<file path="src/rtl/ps2_key_decoder.sv">
// PS/2 keyboard front end: conditions both pins, deframes and checks 11-bit frames,
// and folds E0/F0 prefixes into single key events with typematic repeat flagging.
module ps2_key_decoder #(
   parameter int unsigned FILTER_LEN  = 8,
   parameter int unsigned TIMEOUT_CYC = 20000
) (
   input  logic       CLK100MHZ,
   input  logic       BTNC,
   input  logic       PS2_CLK,
   input  logic       PS2_DATA,
   output logic       key_valid,
   output logic [7:0] key_code,
   output logic       key_ext,
   output logic       key_break,
   output logic       key_repeat,
   output logic       frame_err,
   output logic [7:0] err_count
);

   localparam int unsigned FW = (FILTER_LEN > 1) ? $clog2(FILTER_LEN) : 1;
   localparam int unsigned TW = (TIMEOUT_CYC > 1) ? $clog2(TIMEOUT_CYC) : 1;
   localparam logic [FW-1:0] FiltLast    = FW'(FILTER_LEN - 1);
   localparam logic [TW-1:0] TimeoutLast = TW'(TIMEOUT_CYC - 1);

   typedef enum logic [1:0] {StIdle, StRecv, StCheck} state_e;

   logic [1:0]    clk_sync_q, dat_sync_q;
   logic          clk_filt_q, dat_filt_q, clk_prev_q;
   logic [FW-1:0] clk_cnt_q, dat_cnt_q;

   state_e        state_q;
   logic [3:0]    bit_cnt_q;
   logic [7:0]    shift_q;
   logic          parity_q, stop_q;
   logic [TW-1:0] to_cnt_q;
   logic          ext_pend_q, brk_pend_q;
   logic          held_valid_q, held_ext_q;
   logic [7:0]    held_code_q;

   logic          key_valid_q, key_ext_q, key_break_q, key_repeat_q, frame_err_q;
   logic [7:0]    key_code_q, err_count_q;

   logic          clk_fall, frame_ok, timeout, err_now, held_hit;

   // Two-flop synchronizers; idle level of both PS/2 lines is high.
   always_ff @(posedge CLK100MHZ) begin
      if (BTNC) begin
         clk_sync_q <= 2'b11;
         dat_sync_q <= 2'b11;
      end else begin
         clk_sync_q <= {clk_sync_q[0], PS2_CLK};
         dat_sync_q <= {dat_sync_q[0], PS2_DATA};
      end
   end

   // Filtered level flips only after FILTER_LEN consecutive samples disagree with it.
   always_ff @(posedge CLK100MHZ) begin
      if (BTNC) begin
         clk_filt_q <= 1'b1;
         dat_filt_q <= 1'b1;
         clk_prev_q <= 1'b1;
         clk_cnt_q  <= '0;
         dat_cnt_q  <= '0;
      end else begin
         clk_prev_q <= clk_filt_q;

         if (clk_sync_q[1] == clk_filt_q) begin
            clk_cnt_q <= '0;
         end else if (clk_cnt_q == FiltLast) begin
            clk_filt_q <= clk_sync_q[1];
            clk_cnt_q  <= '0;
         end else begin
            clk_cnt_q <= clk_cnt_q + 1'b1;
         end

         if (dat_sync_q[1] == dat_filt_q) begin
            dat_cnt_q <= '0;
         end else if (dat_cnt_q == FiltLast) begin
            dat_filt_q <= dat_sync_q[1];
            dat_cnt_q  <= '0;
         end else begin
            dat_cnt_q <= dat_cnt_q + 1'b1;
         end
      end
   end

   assign clk_fall = clk_prev_q & ~clk_filt_q;
   assign frame_ok = (^{shift_q, parity_q}) & stop_q;
   assign timeout  = (state_q == StRecv) && !clk_fall && (to_cnt_q == TimeoutLast);
   assign err_now  = ((state_q == StIdle) && clk_fall && dat_filt_q) || timeout ||
                     ((state_q == StCheck) && !frame_ok);
   assign held_hit = held_valid_q && (held_ext_q == ext_pend_q) && (held_code_q == shift_q);

   always_ff @(posedge CLK100MHZ) begin
      if (BTNC) begin
         state_q      <= StIdle;
         bit_cnt_q    <= '0;
         shift_q      <= '0;
         parity_q     <= 1'b0;
         stop_q       <= 1'b0;
         to_cnt_q     <= '0;
         ext_pend_q   <= 1'b0;
         brk_pend_q   <= 1'b0;
         held_valid_q <= 1'b0;
         held_ext_q   <= 1'b0;
         held_code_q  <= '0;
         key_valid_q  <= 1'b0;
         key_code_q   <= '0;
         key_ext_q    <= 1'b0;
         key_break_q  <= 1'b0;
         key_repeat_q <= 1'b0;
         frame_err_q  <= 1'b0;
         err_count_q  <= '0;
      end else begin
         key_valid_q <= 1'b0;
         frame_err_q <= err_now;
         if (err_now && (err_count_q != 8'hFF)) begin
            err_count_q <= err_count_q + 8'd1;
         end

         unique case (state_q)
            StIdle: begin
               if (clk_fall && !dat_filt_q) begin
                  state_q   <= StRecv;
                  bit_cnt_q <= 4'd1;
                  to_cnt_q  <= '0;
               end
            end

            StRecv: begin
               if (clk_fall) begin
                  to_cnt_q  <= '0;
                  bit_cnt_q <= bit_cnt_q + 4'd1;
                  if (bit_cnt_q <= 4'd8) begin
                     shift_q <= {dat_filt_q, shift_q[7:1]};
                  end else if (bit_cnt_q == 4'd9) begin
                     parity_q <= dat_filt_q;
                  end else begin
                     stop_q  <= dat_filt_q;
                     state_q <= StCheck;
                  end
               end else if (timeout) begin
                  state_q    <= StIdle;
                  ext_pend_q <= 1'b0;
                  brk_pend_q <= 1'b0;
               end else begin
                  to_cnt_q <= to_cnt_q + 1'b1;
               end
            end

            StCheck: begin
               state_q <= StIdle;
               if (!frame_ok) begin
                  ext_pend_q <= 1'b0;
                  brk_pend_q <= 1'b0;
               end else begin
                  case (shift_q)
                     8'hE0: ext_pend_q <= 1'b1;
                     8'hF0: brk_pend_q <= 1'b1;
                     8'h00, 8'hFF: begin
                        ext_pend_q <= 1'b0;
                        brk_pend_q <= 1'b0;
                     end
                     default: begin
                        key_valid_q <= 1'b1;
                        key_code_q  <= shift_q;
                        key_ext_q   <= ext_pend_q;
                        key_break_q <= brk_pend_q;
                        ext_pend_q  <= 1'b0;
                        brk_pend_q  <= 1'b0;
                        if (brk_pend_q) begin
                           key_repeat_q <= 1'b0;
                           if (held_hit) begin
                              held_valid_q <= 1'b0;
                           end
                        end else begin
                           key_repeat_q <= held_hit;
                           held_valid_q <= 1'b1;
                           held_ext_q   <= ext_pend_q;
                           held_code_q  <= shift_q;
                        end
                     end
                  endcase
               end
            end

            default: state_q <= StIdle;
         endcase
      end
   end

   assign key_valid  = key_valid_q;
   assign key_code   = key_code_q;
   assign key_ext    = key_ext_q;
   assign key_break  = key_break_q;
   assign key_repeat = key_repeat_q;
   assign frame_err  = frame_err_q;
   assign err_count  = err_count_q;

endmodule

</file>
<file path="config.mk">
export PLATFORM = sky130hd
export DESIGN_NAME = ps2_key_decoder
export DESIGN_NICKNAME = d
export VERILOG_FILES = /design/src/rtl/ps2_key_decoder.sv
export SDC_FILE = /design/constraint.sdc
export NUM_CORES = 1
export LEC_CHECK = 0
export ABC_AREA = 1
export CAP_MARGIN = 20
export CORE_MARGIN = 5
export CORE_UTILIZATION = 55
export CTS_CLUSTER_SIZE = 12
export DETAILED_ROUTE_END_ITERATION = 16
export PLACE_DENSITY = 0.75
export SYNTH_ARGS = -nofsm -noshare
export SYNTH_HDL_FRONTEND = slang
export SYNTH_SLANG_ARGS = --single-unit
</file>
<file path="constraint.sdc">
create_clock -name CLK100MHZ -period 3.7 [get_ports CLK100MHZ]
set_clock_uncertainty 0.2 [all_clocks]
set_input_delay 0.74 -clock CLK100MHZ [delete_from_list [all_inputs] [get_ports CLK100MHZ]]
set_output_delay 0.74 -clock CLK100MHZ [all_outputs]
set_load 0.005 [all_outputs]
</file>
==> metrics.md <==
| Metric | Value |
|---|---|
| Status | finished, final reports clean |
| P_leak | 1.73 nW |
| Actual slew at the worst max-slew pin | 0.922 ns |
| Largest net degree at the start of global routing | 35 |
| Sequential share of the synthesized area | 39.4% |
| FFs w/ async S/R, synth | 0% |
| Setup crit end kind | flip-flop |
| Synth top area share | 39.4% |
| Flop and latch count out of synthesis | 77 |
| Pint | 1.21 mW |
| WL/cell | 12.4 um |
| Max Slew Vio Count | 0 |
| Area grow syn2layout | 12.5% |
| Tcrit/Tclk final | 70.0% |
| H-tree depth | 3 |
| CTS tree | yes |
| GRT Total Usage | 20.4% |
| Part of the power in registers | 52.6% |
| Starting density of the core | 57.0% |
| Worst Setup Start Kind | flip-flop |
| Net Sw Power | 384 uW |
| Fmax achieved | 386 MHz |
| Share of cells above drive strength 1 | 9.20% |
| Clk pwr share | 42.9% |
| Core area | 0.00687 mm^2 |
| Area post-placement | 0.00419 mm^2 |
| Crit Path Max Fanout | 16 |
| Max-Cap Viols | 0 |
| DRT Pass-1 Iters | 5 |
| Die span in y | 94.3 um |
| Place WS | 1.10 ns |
| Initial DRC Count | 216 |
| Die area | 0.00890 mm^2 |
| Most common cell in the synthesized netlist | nand2_1 |
| Hold bufs inserted after CTS | 0 |
| Skew-Pair Late Insertion Delay | 0.35 ns |
| Row Count | 30 |
| Routed vias | 3,517 |
| Syn. warnings | 0 |
| Gpl congestion | 0.889 |
| Total Power | 1.60 mW |
| Root Buffer | clkbuf_8 |
| Setup slack, reg-to-reg | 1.11 ns |
| Largest cells by area after synthesis | dfxtp_1, nand2_1, nor2_1, a21oi_1, inv_1 |
| Worst EP required | 3.78 ns |
| Antenna-violating nets left | 0 |
| Power density cells | 363 mW/mm^2 |
| Relative slew slack | 38.4% |
| Primary FF master, synth | dfxtp_1 |
| First-pass GRT wire length | 14.6 mm |
| Final Core Density | 64.1% |
| Final Net Count | 588 |
| Sink Count | 77 |
| FF-to-FF path depth | 10 |
| Post-synth EDFFs | 0 |
| Combinational fraction of design power | 4.5% |
| Worst hold path type | reg -> reg |
| Post-route worst setup slack | 1.11 ns |
| Final setup viols | 0 |
| CTS Buf Count | 9 |
| Post-CTS Resized | 0 |
| Commonest cells post-synth | nand2_1, nor2_1, dfxtp_1, inv_1, a21oi_1 |
| IO buf count | 24 |
| Switching Share | 24.1% |
| Die Wd | 94.3 um |
| Setup Buffers After CTS | 0 |
| Drt drc | 0 |
| Syn Area/Cell | 7.13 um^2 |
| Mapped Cells | 549 |
| Most used routing layer | met2 |
| Critical Path AT | 2.67 ns |
| WHS Path Cells | 1 |
| Met1 global-route usage | 23.9% |
| Total Routed Length | 8.34 mm |
| Sum Neg Setup Slack | 0 ns |
| Clock buffer depth | 2 |
| Met2 Usage GRT | 35.6% |
| Initial antenna violation count | 0 |
| I/O pin count | 25 |
| Peak VDD IR | 0.234 mV |
| Min cycle time layout | 2.59 ns |
| Vias per cell | 5.23 |
| FILL cells | 606 |
| R2R Path End | state_q[0] |
| Crit path kind | reg -> reg |
| Vias in the first global route | 3,364 |
| Final Hold Fails | 0 |
| RSZ-0062 raised after global routing | false |
| Synth unique cells | 36 |
| Hold path start | clk_cnt_q[0] |
| Worst Hold Path EP | clk_cnt_q[0] |
| Gr ovfl total | 0 |
| Worst reg2reg startpoint | state_q[1] |
| Synth area leader | dfxtp_1 |
| Syn nets | 566 |
| Cell Area, Synth | 0.00391 mm^2 |
| Antenna diodes | 0 |
| Worst-path clk slew | 0.08 ns |
| Dpl hpwl | 5.95 mm |
| Met3 usage | 4.06% |
| Post-route cell area | 0.00440 mm^2 |
==> metal layers <==
| metal | part of all wire (%) | wire length, um |
|---|---|---|
| met5 | 0 | 0 |
| met3 | 3.6 | 301 |
| met1 | 45 | 3790 |
| met4 | 2.3 | 193 |
| met2 | 49 | 4050 |
==> worst max-delay path, stage by stage, from the launching register on <==
cell and delay, ns:
dfxtp_1 0.33, inv_1 0.10, ha_1 0.33, inv_1 0.20, nor2_1 0.30, inv_1 0.13, nor2_2 0.43, nor3b_1 0.13
nand2_1 0.12, o21ai_0 0.08, a21oi_1 0.16
==> stage by stage <==
| step | std cells | hold slack, ns |
|---|---|---|
| after floorplan | 549 | 0.189 |
| after global placement | 656 | 0.198 |
| after detailed placement | 656 | 0.200 |
| after CTS | 672 | 0.221 |
| after global routing | 672 | 0.230 |
| final | 672 | 0.220 |
==> worst max path at each step <==
stage | startpoint | end | slack [ns] | depth (start not counted)
final | state_q[1] | state_q[0] | 1.11 | 10
after global routing | state_q[1] | state_q[0] | 0.75 | 10
after CTS | to_cnt_q[0] | to_cnt_q[10] | 1.09 | 11
after detailed placement | to_cnt_q[0] | to_cnt_q[10] | 1.10 | 11
after global placement | to_cnt_q[0] | to_cnt_q[10] | 1.07 | 11
after floorplan | to_cnt_q[0] | to_cnt_q[13] | 1.79 | 10
==> area by class of cell <==
type / count / area, um^2 / share of cell area (%)
Sequential cell: 77 / 1540 / 35.0
Inverter: 54 / 203 / 4.60
Timing Repair Buffer: 26 / 255 / 5.80
Clock inverter: 5 / 65.1 / 1.48
Tap cell: 96 / 120 / 2.73
Clock buffer: 11 / 151 / 3.44
Multi-Input combinational cell: 403 / 2070 / 46.9
==> flip-flops by register name, summed over array words and instances, names as in the netlist, 2 cells and up <==
name / count
state_q: 2
err_count: 8
dat_cnt_q: 3
clk_cnt_q: 3
held_code_q: 8
dat_sync_q: 2
clk_sync_q: 2
key_code: 8
bit_cnt_q: 4
shift_q: 8
to_cnt_q: 15
==> power by group through the flow <==
stage               Sequential [mW]  Combinational (mW)  Clock, mW
global placement              0.858              0.0707          0
floorplan                     0.857              0.0563          0
CTS                           0.839              0.0721      0.700
global route                  0.840              0.0830      0.739
detailed placement            0.859              0.0715          0
finish                        0.839              0.0719      0.686
==> layout by cell type, fill, tap and decap left out, types with 2 or more instances in the layout <==
cell and instances:
nor3_2 2, clkbuf_8 11, nand3_2 4, inv_1 48, xnor2_1 5, inv_2 6
clkinv_4 2, nand4_1 10, o21ai_2 2, nor2_1 84, ha_1 13, nor2_2 2
nor3b_1 3, nand2_1 114, o21ai_0 27, nand2_2 9, or2_2 5, inv_6 2
nand3_1 32, xor2_1 12, a21oi_2 2, nor3_1 13, clkdlybuf4s50_1 24, buf_4 2
dfxtp_1 77, a21oi_1 39, o21ai_1 17
==> cells by family (layout without fill, tap and decap cells) <==
kind of cell	count (synthesis)	count (layout)	share of synthesized area (%)
AND/OR/NAND/NOR	282	282	32.6
AO/OA/AOI/OAI	91	91	12.2
flip-flops	77	77	39.4
buffers and inverters	69	96	7.80
XOR/XNOR	17	17	3.81
adder cells (fa/ha/maj)	13	13	4.16
No activity file was read; power rests on OpenSTA's default activity.
==> edit 1 (config.mk and constraints unchanged) <==
Set the parameter `FILTER_LEN` to 4 (it was 8).
--- a/src/rtl/ps2_key_decoder.sv
+++ b/src/rtl/ps2_key_decoder.sv
@@ -3,3 +3,3 @@
 module ps2_key_decoder #(
-   parameter int unsigned FILTER_LEN  = 8,
+   parameter int unsigned FILTER_LEN  = 4,
    parameter int unsigned TIMEOUT_CYC = 20000
Formal check against the unedited RTL: not equivalent (a bounded check fails within 10 cycles, from zero or initial values).
==> edit 1 against the unedited design <==
  * Routed wire length decreased by 9.2%
  * Power fell by 6.2%
  * Design area decreased by 5.4%
  * Synthesized area fell by 5.9%
  * Worst setup slack better by 170 ps
  * Sequential cell count shrank 2
  * Core utilization rose by 0.76 points
  * Final cell count shrank 7.7%
  * Largest cell class unchanged
==> edit 1: results (changes against the unedited design) <==
| Metric | Value |
|---|---|
| Layout cells sized above 1 | 0.0939 (+0.00191) |
| Int Power | 1.14 mW (-5.6%) |
| Worst slew pin tran | 497 ps (-425 ps) |
| Total Nets Final | 554 (-5.8%) |
| Mapped Nets | 527 (-6.9%) |
| Final WS setup | 1280 ps (+172 ps) |
| Vias in the first global route | 3081 (-8.4%) |
| Router iterations before antenna repair | 4 (-1) |
| Wire per inst | 12.2 um (-1.6%) |
| Crit path DAT | 2440 ps (-230 ps) |
| Synthesized instance count | 512 (-6.7%) |
| Largest net degree at the start of global routing | 28 (-20%) |
| First-pass GRT wire length | 13600 um (-6.7%) |
| Total GRT Usage | 0.192 (-0.0119) |
| Status | complete, no violations |
| Placed cells | 605 (-7.8%) |
| RD Place Congestion | 0.908 (+2.1%) |
| Post-synthesis sequential area ratio | 0.408 (+0.0139) |
| Synth cell count leaders | 86 x nand2_1, 81 x nor2_1, 75 x dfxtp_1 |
| Starting DRT DRC Count | 138 (-36%) |
| FF+latch count, synth | 75 (-2.6%) |
| CP max-delay cell | dfxtp_1 |
| Post-DP HPWL | 5540 um (-6.9%) |
| Maximum fanout along the worst path | 11 (-5) |
| CP max stage delay | 340 ps (-90 ps) |
-- edit 1: cell count changes after synthesis, moves of 3 or more --
cell and delta:
nand2_1 -28, nor2_1 -3, o21ai_0 -9, nor3_1 -3
nand3_1 +5
-- edit 1: cell families after synthesis --
family          count (synthesis)  share of synthesized area
compound gates                 86                      0.123
xor+xnor                       19                     0.0452
fa+ha+maj                      11                     0.0374
buf+inv                        68                     0.0758
flops                          75                      0.408
simple gates                  253                      0.311
-- edit 1: cell type report --
| cell class | instances | area share |
|---|---|---|
| multi-input combinational | 369 | 0.456 |
| sequential | 75 | 0.361 |
| timing repair buffer | 27 | 0.0631 |
| inverter | 57 | 0.0514 |
| clock buffer | 9 | 0.0297 |
| tap | 77 | 0.0231 |
| clock inverter | 6 | 0.0156 |
-- edit 1: per-layer routing --
metal / vias up / global-route usage / wire (um)
li1: 1717 / - / -
met4: 0 / 0.0507 / 106
met2: 54 / 0.338 / 3790
met3: 11 / 0.0516 / 252
met5: - / 0 / 0
met1: 1499 / 0.231 / 3430
-- edit 1: final timing paths --
check,cells past startpoint,slack (ps),to,startpoint
worst min-delay path,1,210,dat_sync_q[1]$_SDFF_PP1_,dat_sync_q[0]$_SDFF_PP1_
worst max register to register,11,1280,err_count[2]$_SDFFE_PP0P_,state_q[1]$_SDFFE_PP0P_
worst max-delay path,11,1280,err_count[2]$_SDFFE_PP0P_,state_q[1]$_SDFFE_PP0P_
worst min register to register,1,210,dat_sync_q[1]$_SDFF_PP1_,dat_sync_q[0]$_SDFF_PP1_
-- edit 1: per-stage QoR --
step | area, um^2 | total power, mW
finish | 4160 | 1.50
global route | 4160 | 1.56
CTS | 4160 | 1.51
detailed placement | 3980 | 0.910
global placement | 3980 | 0.908
floorplan | 3680 | 0.890
-- edit 1: power by group through the flow --
stage / registers, mW / clock network (mW) / logic, mW
floorplan: 0.835 / 0 / 0.0544
global placement: 0.836 / 0 / 0.0725
detailed placement: 0.836 / 0 / 0.0734
CTS: 0.817 / 0.622 / 0.0743
global route: 0.818 / 0.661 / 0.0844
finish: 0.818 / 0.607 / 0.0739
==> edit 2 (same flow settings) <==
Made on the original files. Add an input register stage for `BTNC` and `PS2_DATA`, without a reset; this delays them by one clock.
--- a/src/rtl/ps2_key_decoder.sv
+++ b/src/rtl/ps2_key_decoder.sv
@@ -26,2 +26,10 @@
 
+   logic BTNC_q;
+   logic PS2_DATA_q;
+
+   always_ff @(posedge CLK100MHZ) begin
+      BTNC_q     <= BTNC;
+      PS2_DATA_q <= PS2_DATA;
+   end
+
    logic [1:0]    clk_sync_q, dat_sync_q;
@@ -46,3 +54,3 @@
    always_ff @(posedge CLK100MHZ) begin
-      if (BTNC) begin
+      if (BTNC_q) begin
          clk_sync_q <= 2'b11;
@@ -51,3 +59,3 @@
          clk_sync_q <= {clk_sync_q[0], PS2_CLK};
-         dat_sync_q <= {dat_sync_q[0], PS2_DATA};
+         dat_sync_q <= {dat_sync_q[0], PS2_DATA_q};
       end
@@ -57,3 +65,3 @@
    always_ff @(posedge CLK100MHZ) begin
-      if (BTNC) begin
+      if (BTNC_q) begin
          clk_filt_q <= 1'b1;
@@ -94,3 +102,3 @@
    always_ff @(posedge CLK100MHZ) begin
-      if (BTNC) begin
+      if (BTNC_q) begin
          state_q      <= StIdle;
Behaviour: same outputs for any inputs over 10 cycles, from zero or initial values; that may be too few to reach the edited logic, so the function may still have changed.
==> edit 2 against the unedited design <==
  * Routed wire length down 4.8%
  * Via count down 4.9%
  * Combinational power down 8.9%
  * Worst setup slack better by 250 ps
  * Synthesized area down 2.6%
  * Sequential cell count up 2
  * Design area down 0.82%
  * Power up 11%
  * Final cell count down 6.3%
  * Fmax up 11%
  * Core utilization up 0.53 points
  * Critical endpoint is now held_code_q[7]$_SDFFE_PP0P_
  * Highest routed layer unchanged
==> edit 2: results (changes against the unedited design) <==
| Metric | Value |
|---|---|
| Status | complete, no violations |
| RD Place Congestion | 0.841 (-5.5%) |
| Post-DP HPWL | 5670 um (-4.7%) |
| Setup bufs post-CTS | 0 (unchanged) |
| Biggest register | to_cnt_q |
| Asr flop ratio synth | 0 (unchanged) |
| Total Nets Final | 562 (-4.4%) |
| Mapped Nets | 537 (-5.1%) |
| Antenna Cells | 0 (unchanged) |
| Final wirelength | 7950 um (-4.8%) |
| Fillcell total | 612 (+0.99%) |
| Synth cell count leaders | 86 x nand2_1, 79 x dfxtp_1, 69 x nor2_1 |
| CP max-delay cell | dfxtp_1 |
| Router iterations before antenna repair | 5 (unchanged) |
| First-pass GRT wire length | 13600 um (-6.3%) |
| Vias | 3345 (-4.9%) |
| Worst-path clk slew | 80 ps (about the same) |
| Post-synthesis sequential area ratio | 0.415 (+0.0208) |
| Max-cap violation count | 0 (unchanged) |
| Worst slew pin tran | 979 ps (+56.2 ps) |
| Total GRT Usage | 0.194 (-0.00959) |
| Initial antenna violation count | 0 (unchanged) |
| Max FFs per register | 15 (unchanged) |
| Starting DRT DRC Count | 196 (-9.3%) |
| Worst min path class | flop to flop |
| Crit path DAT | 2380 ps (-290 ps) |
| Post_cts resized | 0 (unchanged) |
| Vias in the first global route | 3106 (-7.7%) |
| Largest net degree at the start of global routing | 37 (+5.7%) |
| Main area contributors after synthesis | dfxtp_1 41%, nand2_1 8.5%, nor2_1 6.8% |
| H-tree levels | 3 (unchanged) |
| Maximum fanout along the worst path | 12 (-4) |
| CP max stage delay | 500 ps (+70 ps) |
| CP top delay family | simple AND/OR/NAND/NOR gates |
| Clock Path Buffers | 2 (unchanged) |
| Input/output buffers | 24 (unchanged) |
| Synth warnings | 0 (unchanged) |
| Latest clock arrival within the worst-skew pair | 350 ps (about the same) |
| Layout cells sized above 1 | 0.0964 (+0.00435) |
| Library cells used by synthesis | 38 (+5.6%) |
| VDD IR max | 0.276 mV (+18%) |
| Static leakage | 1.66 nW (-3.6%) |
| CTS root buf | clkbuf_8 |
| CTS Buf Count | 9 (unchanged) |
edit 2: changes by cell type after synthesis, moves of 4 or more:
cell / delta
xnor2_1: +4
nor2_1: -15
inv_1: +6
xor2_1: -5
nand2_1: -28
o21ai_1: -15
a21oi_1: +8
o21ai_0: +15
edit 2: worst paths after layout:
path	slack, ps	to	depth (start not counted)	from
worst min register to register	220	dat_sync_q[1]$_SDFF_PP1_	1	dat_sync_q[0]$_SDFF_PP1_
worst max register to register	1360	held_code_q[7]$_SDFFE_PP0P_	13	shift_q[0]$_SDFFE_PP0P_
worst max-delay path	1360	held_code_q[7]$_SDFFE_PP0P_	13	shift_q[0]$_SDFFE_PP0P_
worst min-delay path	220	dat_sync_q[1]$_SDFF_PP1_	1	dat_sync_q[0]$_SDFF_PP1_
edit 2: layout make-up:
class                      instances  area share
sequential                        79       0.362
tap                               80      0.0229
clock inverter                     5      0.0295
multi-input combinational        367       0.441
timing repair buffer              26      0.0585
clock buffer                      11      0.0324
inverter                          62      0.0539
edit 2: metrics by stage:
stage / cells / area (um^2) / util / setup WS [ps]
after floorplan: 520 / 3810 / - / 1760
after detailed placement: 614 / 4100 / 0.606 / 1370
after CTS: 630 / 4370 / 0.646 / 1350
after global routing: 630 / 4370 / 0.646 / 1080
after global placement: 614 / 4100 / 0.606 / 1450
final: 630 / 4370 / 0.646 / 1360
edit 2: cell families after synthesis:
| family | share of synthesized area |
|---|---|
| simple gates | 0.287 |
| compound gates | 0.138 |
| flops | 0.415 |
| buf+inv | 0.0807 |
| xor+xnor | 0.0368 |
| fa+ha+maj | 0.0427 |
edit 2: where the power goes:
group | total, mW | leakage, nW | switching (mW) | internal [mW]
registers | 0.860 | 0.638 | 0.00436 | 0.856
logic | 0.0655 | 0.891 | 0.0457 | 0.0198
clock network | 0.847 | 0.134 | 0.311 | 0.536
total | 1.77 | 1.66 | 0.361 | 1.41
edit 2: layer usage:
layer / vias up / track usage / wire length [um]
li1: 1738 / - / -
met2: 55 / 0.318 / 3650
met5: - / 0 / 0
met4: 0 / 0.0769 / 147
met1: 1538 / 0.245 / 3860
met3: 14 / 0.0451 / 280
